$ cat config.mk
export PLATFORM = sky130hd
export DESIGN_NAME = pc_fetch_control
export DESIGN_NICKNAME = d
export VERILOG_FILES = /design/src/rtl/pc_fetch_control.sv
export SDC_FILE = /design/constraint.sdc
export NUM_CORES = 1
export LEC_CHECK = 0
export CORE_MARGIN = 5
export CORE_UTILIZATION = 44
export DETAILED_ROUTE_END_ITERATION = 12
export GPL_TIMING_DRIVEN = 0
export PLACE_DENSITY = 0.78
export SLEW_MARGIN = 10
export SYNTH_ARGS = -nofsm -noshare
export SYNTH_HDL_FRONTEND = slang
export SYNTH_SLANG_ARGS = --single-unit
$ cat constraint.sdc
create_clock -name clk -period 1.78 [get_ports clk]
set_clock_uncertainty 0.15 [all_clocks]
set_input_delay 0.356 -clock clk [delete_from_list [all_inputs] [get_ports clk]]
set_output_delay 0.356 -clock clk [all_outputs]
set_load 0.1 [all_outputs]
$ cat src/rtl/pc_fetch_control.sv
// -----------------------------------------------------------------------------
// pc_fetch_control
//   Fetch-stage program-counter controller. Holds the fetch PC, steps it once
//   per unstalled cycle, redirects it on a taken branch, squashes wrong-path
//   instructions through the IF/ID and ID/EX flush lines, and supports a
//   halt/resume freeze of fetch.
//
// Parameters
//   PC_W         PC / instruction-address width
//   RESET_PC     PC value loaded on reset
//
// Ports
//   clk          system clock, rising edge
//   rst_n        asynchronous active-low reset
//   pcsrc        taken-branch indication from branch resolution
//   bra_pc       branch target, valid while pcsrc=1
//   bra_from_exe 1 = branch resolved in EXE, 0 = resolved in ID
//   stall        hazard stall, hold the PC
//   halt_req     request to freeze fetch
//   resume       leave the halted state
//   pc           current fetch address (registered)
//   if_valid     fetch at pc is a real instruction (registered)
//   flush_ifid   squash IF/ID at the next edge (combinational)
//   flush_idex   squash ID/EX at the next edge (combinational)
//   pc_wrap      one-cycle pulse when the increment wraps to zero (registered)
//   br_count     taken branches accepted, saturating at 255 (registered)
// -----------------------------------------------------------------------------
module pc_fetch_control #(
  parameter int                PC_W     = 6,
  parameter logic [PC_W-1:0]   RESET_PC = {PC_W{1'b0}}
) (
  input  logic            clk,
  input  logic            rst_n,
  input  logic            pcsrc,
  input  logic [PC_W-1:0] bra_pc,
  input  logic            bra_from_exe,
  input  logic            stall,
  input  logic            halt_req,
  input  logic            resume,
  output logic [PC_W-1:0] pc,
  output logic            if_valid,
  output logic            flush_ifid,
  output logic            flush_idex,
  output logic            pc_wrap,
  output logic [7:0]      br_count
);

  typedef enum logic [1:0] {
    ST_BOOT     = 2'd0,
    ST_RUN      = 2'd1,
    ST_REDIRECT = 2'd2,
    ST_HALT     = 2'd3
  } state_t;

  localparam logic [PC_W-1:0] PC_ONE = {{(PC_W-1){1'b0}}, 1'b1};
  localparam logic [PC_W-1:0] PC_MAX = {PC_W{1'b1}};

  // Saturating 8-bit increment for the branch counter.
  function automatic logic [7:0] sat_inc8(input logic [7:0] value);
    logic [7:0] result;
    if (value == 8'hFF) begin
      result = 8'hFF;
    end else begin
      result = value + 8'd1;
    end
    return result;
  endfunction

  state_t state_r;
  state_t state_next_s;

  logic br_take_s;      // accept the branch: load bra_pc, count it
  logic pc_inc_s;       // sequential step of the PC this cycle
  logic flush_ifid_s;
  logic flush_idex_s;
  logic if_valid_next_s;

  // State register; reset always lands in BOOT, dropping any redirect.
  always_ff @(posedge clk or negedge rst_n) begin
    if (!rst_n) begin
      state_r <= ST_BOOT;
    end else begin
      state_r <= state_next_s;
    end
  end

  // Next-state logic; in RUN a branch beats halt, and in HALT resume wins.
  always_comb begin
    state_next_s = ST_BOOT;
    case (state_r)
      ST_BOOT: begin
        state_next_s = ST_RUN;
      end
      ST_RUN: begin
        if (pcsrc) begin
          state_next_s = ST_REDIRECT;
        end else if (halt_req) begin
          state_next_s = ST_HALT;
        end else begin
          state_next_s = ST_RUN;
        end
      end
      ST_REDIRECT: begin
        // halt_req is deferred: it is re-evaluated once back in RUN.
        state_next_s = ST_RUN;
      end
      ST_HALT: begin
        if (resume) begin
          state_next_s = ST_RUN;
        end else begin
          state_next_s = ST_HALT;
        end
      end
      default: begin
        state_next_s = ST_BOOT;
      end
    endcase
  end

  // Per-state control decode: PC update selects and the squash lines.
  always_comb begin
    br_take_s    = 1'b0;
    pc_inc_s     = 1'b0;
    flush_ifid_s = 1'b0;
    flush_idex_s = 1'b0;
    case (state_r)
      ST_RUN: begin
        if (pcsrc) begin
          // Younger instruction in IF/ID is always wrong-path; the one in
          // ID/EX is only wrong-path when the branch resolved in EXE.
          br_take_s    = 1'b1;
          flush_ifid_s = 1'b1;
          flush_idex_s = bra_from_exe;
        end else if (halt_req) begin
          pc_inc_s = 1'b0;
        end else if (stall) begin
          pc_inc_s = 1'b0;
        end else begin
          pc_inc_s = 1'b1;
        end
      end
      ST_REDIRECT: begin
        // pcsrc here belongs to a squashed slot and is ignored.
        if (stall) begin
          pc_inc_s = 1'b0;
        end else begin
          pc_inc_s = 1'b1;
        end
      end
      ST_BOOT: begin
        pc_inc_s = 1'b0;
      end
      ST_HALT: begin
        pc_inc_s = 1'b0;
      end
      default: begin
        pc_inc_s = 1'b0;
      end
    endcase
  end

  // Fetch is valid in RUN and REDIRECT; a stalled fetch stays valid.
  always_comb begin
    if_valid_next_s = 1'b0;
    if ((state_next_s == ST_RUN) || (state_next_s == ST_REDIRECT)) begin
      if_valid_next_s = 1'b1;
    end else begin
      if_valid_next_s = 1'b0;
    end
  end

  // Gate with rst_n so the squash lines are quiet while reset is held.
  assign flush_ifid = flush_ifid_s & rst_n;
  assign flush_idex = flush_idex_s & rst_n;

  // PC, wrap pulse, branch counter and fetch-valid registers.
  always_ff @(posedge clk or negedge rst_n) begin
    if (!rst_n) begin
      pc       <= RESET_PC;
      if_valid <= 1'b0;
      pc_wrap  <= 1'b0;
      br_count <= 8'd0;
    end else begin
      if_valid <= if_valid_next_s;
      if (br_take_s) begin
        pc <= bra_pc;
      end else if (pc_inc_s) begin
        pc <= pc + PC_ONE;
      end else begin
        pc <= pc;
      end
      // Only the sequential step can wrap; a branch to zero does not.
      pc_wrap <= pc_inc_s && (pc == PC_MAX);
      if (br_take_s) begin
        br_count <= sat_inc8(br_count);
      end else begin
        br_count <= br_count;
      end
    end
  end

endmodule

==> results of run 1 <==
-- area by class of cell --
cell class	count	area share, %
timing repair buffer	35	22.85
clock buffer	4	1.920
tap	27	2.468
multi-input combinational	71	36.38
sequential	18	34.37
inverter	1	0.2742
buffer	3	1.737
-- cell families after synthesis --
| kind of cell | after synthesis | synth area share (%) |
|---|---|---|
| AOI/OAI and AO/OA | 18 | 14.27 |
| xor gates and xnor gates | 8 | 7.467 |
| adders and majority gates | 2 | 2.666 |
| buffers and inverters | 4 | 1.733 |
| DFF | 18 | 48.00 |
| muxes | 1 | 1.067 |
| and+or+nand+nor | 42 | 24.80 |
-- critical path: stages, from the launching register on --
cell     delay, ns
dfrtp_1       0.39
and3b_2       0.29
buf_8         0.11
and2_4        0.14
buf_12        0.16
-- Yosys cell counts, drive strengths merged (3+ instances only) --
cell	n
dfrtp	18
nand2	12
a21oi	8
nand3	6
nor2	6
xnor2	6
o21ai	4
and3	3
-- final timing paths --
path,to,slack (ns)
worst min register to register,br_count[1],0.41
worst max-delay path,flush_ifid,-0.10
min in group clk,br_count[1],0.41
worst max register to register,pc[1],-0.05
max in group asynchronous,pc[0],0.54
worst min-delay path,pc[4],0.34
-- registers in the layout, indices dropped and copies added, names as in the netlist --
signal,cells
br_count,8
pc_wrap,1
state_r,2
if_valid,1
pc,6
-- stage by stage --
step	hold slack, ns	TNS (ns)
floorplan	-0.08959	-0.06530
global route	0.4121	-0.5660
detailed placement	0.3882	-10.70
CTS	0.3911	-0.2561
global placement	0.3738	-10.42
finish	0.3434	-0.2669
-- timing repair --
| action | in CTS | in global routing |
|---|---|---|
| hold endpoints to repair | 18 | 0 |
| buffers inserted | 3 | 1 |
| hold buffers | 1 | 0 |
| endpoints found under the setup margin | 23 | 17 |
| pin swaps | 3 | 2 |
| resized for setup | 87 | 18 |
-- per-layer routing --
layer  wire length, um  track usage (%)  vias to the layer above
met2              1077            26.21                       24
met3               113            3.248                        2
met4                12            5.085                        0
met5                 0                0                        -
met1               987            18.39                      390
li1                  -                -                      407
==> out/summary.txt, run 1 <==
most frequent standard cell in the layout excluding fill and tap cells - nand2_1
Final Instance Count excl. Fillers - 159
initial antenna violation count - 0
total clock sinks - 18
via-per-instance ratio - 5.176
H-tree depth - 1
Diodes inserted - 0
Async SR Flop Fraction - 100.0%
Worst Setup Slack, final - -0.1026 ns
fraction of layout cells with a size suffix above 1 - 40.15%
cell area after synthesis - 938.4 um2
Hold Violations, Final - 0
Initial Utilization - 46.87%
number of violations of the max-capacitance limit - 0
wire length of the first global-routing pass - 3781 um
cell row count - 16
Die Footprint - 0.003156 mm2
depth of the worst register-to-register path - 5
Avg Cell Area, Syn - 10.09 um2
DRC viols - 0
slew of the pin with the lowest slew margin - 0.8224 ns
number of CTS-inserted buffers - 3
required time at the endpoint of the critical path - 1.27 ns
count of buffers inserted at the top-level ports - 30
Area growth, synth to finish - 45.87%
dominant cells by area after synthesis - dfrtp_1 (48%), xnor2_1 (5.6%), nand2_1 (4.8%), a21oi_1 (3.7%), nand3_1 (3.2%)
CP Data Arrival Time - 1.38 ns
width of the chip - 56.18 um
count of distinct cell types in the synthesized netlist - 35
grt total ovfl - 0
cell count after synthesis - 93
DRT Pass-1 Iters - 4
count of warnings emitted by yosys - 0
filler instances - 180
Placement Cell Area - 0.001296 mm2
Final HPWL DP - 1535 um
RSZ-0062 raised after global routing - true
launch instance of the worst register-to-register path - state_r[1]
worst hold-check path type - input pin to async pin
setup slack at placement - -1.612 ns
fmax - 531.2 MHz
number of instances in the placed design - 150
number of register bits inferred by synthesis - 18
Worst-Skew Late Latency - 0.28 ns
drt wl/cell - 13.78 um
total number of vias - 823
overall routed net length - 2191 um
Pins Over Slew Limit - 0
clock root cell - clkbuf_4
kind of capture point of the worst setup path - primary output
sequential element share of the synthesized area - 48.00%
crit path launch - state_r[1]
Post-Syn Nets - 108
height of the die - 56.18 um
cell taking the most area after synthesis - dfrtp_1
CTS tree - done
number of synthesized flops with an enable pin - 0
highest-count cells in the layout ignoring fill and taps - nand2_1 (12), buf_2 (11), dfrtp_2 (10)
I/O pin total - 31
GR Util All Layers - 15.12%
ANT nets after route - 0
Max transition margin - 45.17%
core outline area - 0.002002 mm2
via count of the first global-routing pass - 833
Post-Route Utilization - 68.38%
largest driver fanout on the critical path - 4
top cell type's share of synthesized area - 48.00%
largest net degree at the start of global routing - 19
final setup violation count - 5
combined flip-flop and latch cell area - 470.5 um2
footprint of the multi-input gates - 498.0 um2
final period utilization - 105.8%
final-stage net count - 148
clock-pin transition on the worst setup and hold timing paths - 0.09 ns
final cell area excluding filler cells - 0.001369 mm2
CP startpoint kind - flop
crit path kind - flop to primary output
CTS Buffer Depth - 2
most used flip-flop cell after synthesis - dfrtp_1
final estimated routing congestion in global placement - 0.7897
status - complete, but fails checks
Final Critical Period - 1.883 ns
failing checks - setup timing
DR iter-0 viols - 21
Power of run 1 is not shown: default switching activity piles up to over one toggle a cycle in this logic, so the estimate is an artifact.
==> run 2, diff against run 1 <==
CAP_MARGIN = 25   (was unset)
CORE_UTILIZATION = 48   (was 44)
PLACE_DENSITY = 0.84   (was 0.78)
clock period = 2.3 ns   (was 1.78 ns; I/O delays follow)
==> out/summary.txt, run 2 (synthesis results as in run 1) <==
status - finished, final reports clean (was complete, but fails checks)
Diodes inserted - 0 (unchanged)
Die Footprint - 0.002939 mm2 (was 0.003156 mm2)
RSZ-0062 raised after global routing - false (was true)
GR Util All Layers - 16.48% (was 15.12%)
wire length of the first global-routing pass - 3553 um (was 3781 um)
number of instances in the placed design - 150 (unchanged)
total number of vias - 816 (was 823)
I/O pin total - 31 (unchanged)
DR iter-0 viols - 10 (was 21)
fraction of layout cells with a size suffix above 1 - 15.75% (was 40.15%)
via count of the first global-routing pass - 822 (was 833)
Worst Setup Slack, final - 0.06286 ns (was -0.1026 ns)
routed length on met1 - 956 um (was 987 um)
count of buffers inserted at the top-level ports - 30 (unchanged)
height of the die - 54.22 um (was 56.18 um)
H-tree depth - 1 (unchanged)
crit path kind - flop to primary output (unchanged)
highest metal layer with signal wires - met4 (unchanged)
depth of the worst register-to-register path - 4 (was 5)
Worst-Skew Late Latency - 0.29 ns (was 0.28 ns)
hold buffers post-CTS - 0 (was 1)
cell row count - 16 (unchanged)
DRC viols - 0 (unchanged)
slowest cell on the critical path - dlygate4sd2_1 (was dfrtp_1)
Max transition margin - 35.48% (was 45.17%)
number of violations of the max-capacitance limit - 0 (unchanged)
required time at the endpoint of the critical path - 1.69 ns (was 1.27 ns)
Final Critical Period - 2.237 ns
CP startpoint kind - flop (unchanged)
Hold Violations, Final - 0 (unchanged)
R2R Path End - pc[1] (unchanged)
clock-pin transition on the worst setup and hold timing paths - 0.10 ns (was 0.09 ns)
drt wl/cell - 14.03 um (was 13.78 um)
CTS Buffer Depth - 2 (unchanged)
via-per-instance ratio - 5.299 (was 5.176)
final setup violation count - 0 (was 5)
max incr delay on CP - 0.88 ns (was 0.39 ns)
CP top delay family - buffers and inverters (was simple AND/OR/NAND/NOR gates)
Final HPWL DP - 1651 um (was 1535 um)
setup slack at placement - -1.287 ns (was -1.612 ns)
minimum setup slack among reg-to-reg paths - 0.56 ns (was -0.05 ns)
final period utilization - 97.27%
width of the chip - 54.22 um (was 56.18 um)
Final Instance Count excl. Fillers - 154 (was 159)
initial antenna violation count - 0 (unchanged)
Critical path buffers and inverters - 1 (was 2)
Area growth, synth to finish - 39.07% (was 45.87%)
CTS tree - done (unchanged)
total clock sinks - 18 (unchanged)
Critical Path, Cell by Cell - dlygate4sd2_1 (was and3b_2 -> buf_8 -> and2_4 -> buf_12)
met3 routed WL - 125 um (was 113 um)
Post-Route Utilization - 68.62% (was 68.38%)
launch instance of the worst register-to-register path - state_r[1] (unchanged)
most frequent standard cell in the layout excluding fill and tap cells - dfrtp_1 (was nand2_1)
CP Data Arrival Time - 1.63 ns (was 1.38 ns)
highest-count cells in the layout ignoring fill and taps - dfrtp_1 (18), dlygate4sd2_1 (15), nand2_1 (12) (was nand2_1 (12), buf_2 (11), dfrtp_2 (10))
ANT nets after route - 0 (unchanged)
final-stage net count - 143 (was 148)
largest driver fanout on the critical path - 5 (was 4)
final estimated routing congestion in global placement - 0.7521 (was 0.7897)
fmax - 447.0 MHz
max reg flops - 8 (unchanged)
register ranked first by flip-flop count - br_count (unchanged)
clock root cell - clkbuf_4 (unchanged)
kind of capture point of the worst setup path - primary output (unchanged)
worst hold-check path type - input pin to async pin (unchanged)
met2 wire len - 1055 um (was 1077 um)
slew of the pin with the lowest slew margin - 0.9717 ns (was 0.8224 ns)
largest registers in the final layout - br_count: 8 flops, pc: 6 flops, state_r: 2 flops (unchanged)
overall routed net length - 2160 um (was 2191 um)
DRT Pass-1 Iters - 4 (unchanged)
grt total ovfl - 0 (unchanged)
core outline area - 0.001902 mm2 (was 0.002002 mm2)
largest net degree at the start of global routing - 21 (was 19)
Initial Utilization - 49.34% (was 46.87%)
Pins Over Slew Limit - 0 (unchanged)
number of CTS-inserted buffers - 3 (unchanged)
## run 2: through the flow
stage	hold slack [ns]	setup TNS, ns	cell area (um2)
3_3_place_gp	0.3830	-2.467	1274
6_report	0.04160	0	1305
5_1_grt	0.07397	0	1305
2_1_floorplan	0.01441	0	939.7
4_1_cts	0.05455	0	1308
3_5_place_dp	0.4058	-2.525	1274
## run 2: area by class of cell
| cell class | count | area [um2] |
|---|---|---|
| fillers | 163 | 596.8 |
| multi-input cells | 71 | 473.0 |
| flip-flops and latches | 18 | 450.4 |
| repair buffers | 30 | 285.3 |
| clock buffers | 4 | 36.28 |
| well taps | 27 | 33.78 |
| plain buffers | 3 | 22.52 |
| inverters | 1 | 3.754 |
## run 2: layer usage
layer  GRT usage (%)  up-vias
met2           30.08       25
li1                -      398
met1           19.24      389
met3           2.997        4
met5               0        -
met4           5.394        0
## run 2: worst max path at each step
stage	slack [ns]	to	cells past startpoint	start
2_1_floorplan	0.19	pc[4]	5	pc[0]
3_3_place_gp	-1.24	flush_ifid	3	rst_n
3_5_place_dp	-1.29	flush_ifid	5	pcsrc
4_1_cts	0.04	pc[2]	1	pc[2]
5_1_grt	0.001	br_count[4]	1	br_count[4]
6_report	0.06	pc[0]	1	pc[0]
## run 2: timing repair
action                                  in CTS  in global routing
endpoints found under the setup margin      18                  2
gates resized for setup                     38                  3
setup buffers                                0                  0
pin swaps                                    1                  0
hold endpoints to repair                     0                  0
Power of run 2 is left out for the same reason.
==> RTL edit 1: new RTL, settings of run 1 <==
Reset style: synchronous (`rst_n`), changed in 2 clocked blocks. Comments in the files are not updated.
--- a/src/rtl/pc_fetch_control.sv
+++ b/src/rtl/pc_fetch_control.sv
@@ -78,3 +78,3 @@
   // State register; reset always lands in BOOT, dropping any redirect.
-  always_ff @(posedge clk or negedge rst_n) begin
+  always_ff @(posedge clk) begin
     if (!rst_n) begin
@@ -176,3 +176,3 @@
   // PC, wrap pulse, branch counter and fetch-valid registers.
-  always_ff @(posedge clk or negedge rst_n) begin
+  always_ff @(posedge clk) begin
     if (!rst_n) begin
Formal check against the unedited RTL: differs if rst_n is asserted again (counterexample within 4 cycles, from zero or initial values and one cycle with rst_n low); with rst_n held inactive, the same outputs for 10 cycles.
==> RTL edit 1 against run 1 <==
  * The run still ends with setup timing left
  * Maximum frequency shrank 2.5%
  * Sequential cell count stayed put
  * Cell area fell by 2.8%
  * Die area decreased by 7.3%
  * Worst setup slack got worse by 0.049 ns
  * Area after synthesis shrank 8.8%
  * Routed wire length increased by 10%
  * First-iteration DRC count fell by 29%
  * Sequential share of layout area fell by 5.3 points
  * Cell count increased by 5.0%
==> RTL edit 1: results (changes against run 1) <==
Finish
  • Multi-input gates: 75 (was 71)
  • CLK BUF: 3 (was 4)
  • Multi-input gate area: 488 sq um (was 498 sq um)
  • Final Non-Filler Cells: 167 (was 159)
  • Filler instances: 164 (was 180)
  • Register share of the cell area: 0.291 (was 0.344)
  • Fin nets: 156 (was 148)
  • Proportion of layout cells with a drive suffix above 1: 0.379 (was 0.402)
  • Layout clock area frac: 0.0198 (was 0.0192)

Placement
  • Hpwl dp: 1650 um (was 1530 um)
  • GPL Wtd Cong: 0.810 (was 0.790)
  • Dpl cell area: 1220 sq um (was 1300 sq um)
  • Placed cells: 154 (was 150)
  • DP Worst Slack: -1.44 ns (was -1.61 ns)
  • Number of buffers added on ports: 29 (was 30)

Synth
  • Adder-Cell Fraction of Synth Area: 0.0292 (was 0.0267)
  • Ranking of synthesized cells by area: dfxtp_1 42%, o21ai_0 5.8%, nand2_1 5.3% (was dfrtp_1 48%, xnor2_1 5.6%, nand2_1 4.8%)
  • Synth cell count leaders: 18 x dfxtp_1, 12 x nand2_1, 10 x o21ai_0 (was 18 x dfrtp_1, 12 x nand2_1, 7 x a21oi_1)
  • Post-synthesis compound-gate area fraction: 0.197 (was 0.143)
  • Yosys cell types: 30 (was 35)
  • Post-synthesis async set-or-reset flop share: 0 (was 1.00)
  • Register area share after synthesis: 0.421 (was 0.480)
  • Syn Nets: 113 (was 108)
  • Xor/xnor cell area share of the yosys netlist: 0.0716 (was 0.0747)
  • Mux share of post-synthesis cell area: 0.0117 (was 0.0107)

GRT
  • Met2 Usage GRT: 0.313 (was 0.262)
  • M3 GR Usage: 0.0443 (was 0.0325)
  • Largest net degree at the start of global routing: 11 (was 19)
  • Total global-route track usage: 0.183 (was 0.151)
  • Number of global-route vias before repair: 872 (was 833)
  • GRT met1 Usage: 0.203 (was 0.184)
  • First-pass GRT wire length: 3730 um (was 3780 um)

Power and ir drop
  • Worst vdd ir: 0.505 mV
  • Cell internal pwr: a little under 0.0006 W
  • Total Power: 0.000891 W

Worst setup path
  • R2R Path Start: state_r[1] (unchanged)
  • FF-to-FF End: br_count[7] (was pc[1])
  • CP max FO: 5 (was 4)
  • R2R setup slack: 0.13 ns (was -0.05 ns)

Timing
  • Slew @ Worst Pin: 0.549 ns (was 0.822 ns)
  • Final setup viols: 2 (was 5)
  • Total negative slack: -0.154 ns (was -0.267 ns)
  • Hold_ws: 0.247 ns (was 0.343 ns)
  • Final worst slack: -0.152 ns (was -0.103 ns)

Outcome
  • Outcome: complete, but fails checks (unchanged)
  • Failing checks: setup timing (unchanged)

Routing
  • Wire length on met1: 1030 um (was 987 um)
  • Iteration-0 DRC Markers: 15 (was 21)
  • Routed len/inst: 14.5 um (was 13.8 um)
  • WL met3: 117 um (was 113 um)

Clocking
  • Post-CTS Resized: 70 (was 87)

Hold path
  • Tightest Hold Check Type: primary input to flip-flop (was primary input to asynchronous set/reset pin)

Floorplan
  • Die Span X: 54.1 um (was 56.2 um)
[RTL edit 1: changes by cell type in the layout (fill, tap and decap cells not counted), sizes merged, moves of 3 or more]
cell	before	now
nand3	6	3
clkdlybuf4s15	2	7
dfxtp	0	18
o21ai	4	11
xnor2	6	3
dfrtp	18	0
[RTL edit 1: worst max path at each step]
stage | from | to | slack [ns] | cells past startpoint
after floorplan | state_r[1] | flush_ifid | -0.01 | 3
after global placement | pcsrc | flush_ifid | -1.44 | 5
after detailed placement | pcsrc | flush_ifid | -1.44 | 5
after CTS | state_r[1] | flush_ifid | -0.16 | 4
after global routing | state_r[1] | flush_ifid | -0.22 | 4
final | state_r[1] | flush_ifid | -0.15 | 4
[RTL edit 1: worst max-delay path, stage by stage, from the launching register on]
cell      delay [ns]
dfxtp_4         0.38
nand3b_1        0.22
buf_6           0.17
nor2_4          0.17
buf_12          0.20
==> RTL edit 2: new RTL, flow settings as in run 1 <==
Made on the original files. The parameter `PC_W` goes from 6 to 12.
--- a/src/rtl/pc_fetch_control.sv
+++ b/src/rtl/pc_fetch_control.sv
@@ -28,3 +28,3 @@
 module pc_fetch_control #(
-  parameter int                PC_W     = 6,
+  parameter int                PC_W     = 12,
   parameter logic [PC_W-1:0]   RESET_PC = {PC_W{1'b0}}
Interface: changed (resized bra_pc and pc); port bits go from 31 to 43. No check against the original RTL was run, so the function may have changed too.
==> RTL edit 2 against run 1 <==
  * The flow still finishes with violations (setup timing)
  * Worst setup slack lost 0.10 ns
  * Routed wire length grew 76%
  * Die area increased by 32%
  * Sequential cell count increased by 6
  * Cell area is 49% higher
  * Area after synthesis up 40%
  * Non-clock buffer count up 21
  * Synthesized cell count increased by 46%
  * Via count up 54%
  * Critical path depth is the same
  * Critical endpoint is now flush_idex
  * Highest routed layer unchanged
Power is left out: the tool's default activity adds up to more than one toggle a clock period on the data nets, which glitch-free logic cannot reach.
==> RTL edit 2: results (changes against run 1) <==
Finish
  • Proportion of layout cells with a drive suffix above 1: 0.433 (was 0.402)
  • Biggest regs: pc: 12 flops, br_count: 8 flops, state_r: 2 flops (was br_count: 8 flops, pc: 6 flops, state_r: 2 flops)
  • Fin nets: 216 (was 148)
  • Filler instances: 208 (was 180)

GRT
  • Total global-route track usage: 0.178 (was 0.151)
  • GRT met1 Usage: 0.216 (was 0.184)

Synth
  • Post-synthesis compound-gate area fraction: 0.191 (was 0.143)
  • Mux share of post-synthesis cell area: 0.0162 (was 0.0107)
  • Synth cell count leaders: 24 x dfrtp_1, 22 x nand2_1, 10 x xnor2_1 (was 18 x dfrtp_1, 12 x nand2_1, 7 x a21oi_1)
  • Cells after synthesis: 136 (was 93)
  • Share of the synthesized area in the top cell type: 0.458 (was 0.480)
  • Xor/xnor cell area share of the yosys netlist: 0.0735 (was 0.0747)
  • Adder-Cell Fraction of Synth Area: 0.0191 (was 0.0267)
  • Ranking of synthesized cells by area: dfrtp_1 46%, xnor2_1 6.7%, nand2_1 6.3% (was dfrtp_1 48%, xnor2_1 5.6%, nand2_1 4.8%)
  • Syn Nets: 157 (was 108)

Timing
  • Final worst slack: -0.204 ns (was -0.103 ns)
  • Total negative slack: -1.61 ns (was -0.267 ns)
  • Slew headroom: 0.628 (was 0.452)
  • Final setup viols: 15 (was 5)

Worst setup path
  • Setup crit end: flush_idex (was flush_ifid)
  • FF-to-FF End: pc[5] (was pc[1])
  • R2R cell count: 4 (was 5)
  • R2R setup slack: -0.19 ns (was -0.05 ns)

Placement
  • Hpwl dp: 2490 um (was 1530 um)
  • Number of buffers added on ports: 42 (was 30)

Clocking
  • Clock Pin Slew Worst Setup and Hold Paths: 0.13 ns (was 0.09 ns)

Routing
  • Iteration-0 DRC Markers: 56 (was 21)
  • Met2 wire length: 2140 um (was 1080 um)
  • Wire length on met1: 1520 um (was 987 um)
  • Via count: 1270 (was 823)
  • WL met3: 194 um (was 113 um)

Outcome
  • Outcome: complete, but fails checks (unchanged)
  • Failing checks: setup timing (unchanged)

Hold path
  • Tightest Hold Check Type: primary input to flip-flop (was primary input to asynchronous set/reset pin)
==> RTL edit 2: changes by cell type in the layout (fill, tap and decap cells not counted), sizes merged, moves of 4 or more <==
cell,change
buf,+18
nand2,+10
dfrtp,+6
a2111oi,+5
clkdlybuf4s18,-5
clkdlybuf4s50,+5
inv,+4
nand4,+4
o21ai,+4
xnor2,+4
==> RTL edit 2: worst min-delay path by stage <==
stage / startpoint / endpoint / slack, ns / cells after the start
after CTS: rst_n / pc[6] / -0.01 / 1
final: pcsrc / state_r[1] / 0.39 / 2
after detailed placement: br_count[7] / br_count[7] / 0.38 / 1
after global placement: br_count[7] / br_count[7] / 0.38 / 1
after floorplan: rst_n / br_count[2] / -0.09 / 0
after global routing: bra_pc[10] / pc[10] / 0.41 / 3
==> RTL edit 2: timing repair <==
item | CTS | global route
setup buffers | 6 | 4
pin swaps | 4 | 13
setup endpoints to repair | 43 | 18
endpoints found under the hold margin | 24 | 24
gates cloned | 0 | 1
gates resized for setup | 144 | 24
==> RTL edit 2: layout make-up <==
type | instances | area [sq um] | area share
tap | 31 | 38.8 | 0.0190
multi-input combinational | 101 | 790 | 0.387
buffer | 4 | 40.0 | 0.0196
clock buffer | 4 | 36.3 | 0.0178
sequential | 24 | 646 | 0.316
timing repair buffer | 55 | 465 | 0.228
inverter | 6 | 26.3 | 0.0129
==> RTL edit 2: kinds of logic after synthesis <==
| family | count (synthesis) |
|---|---|
| buffers and inverters | 11 |
| adder cells (fa/ha/maj) | 2 |
| AND/OR/NAND/NOR | 54 |
| multiplexers | 2 |
| flip-flops | 24 |
| XOR/XNOR | 11 |
| AO/OA/AOI/OAI | 32 |
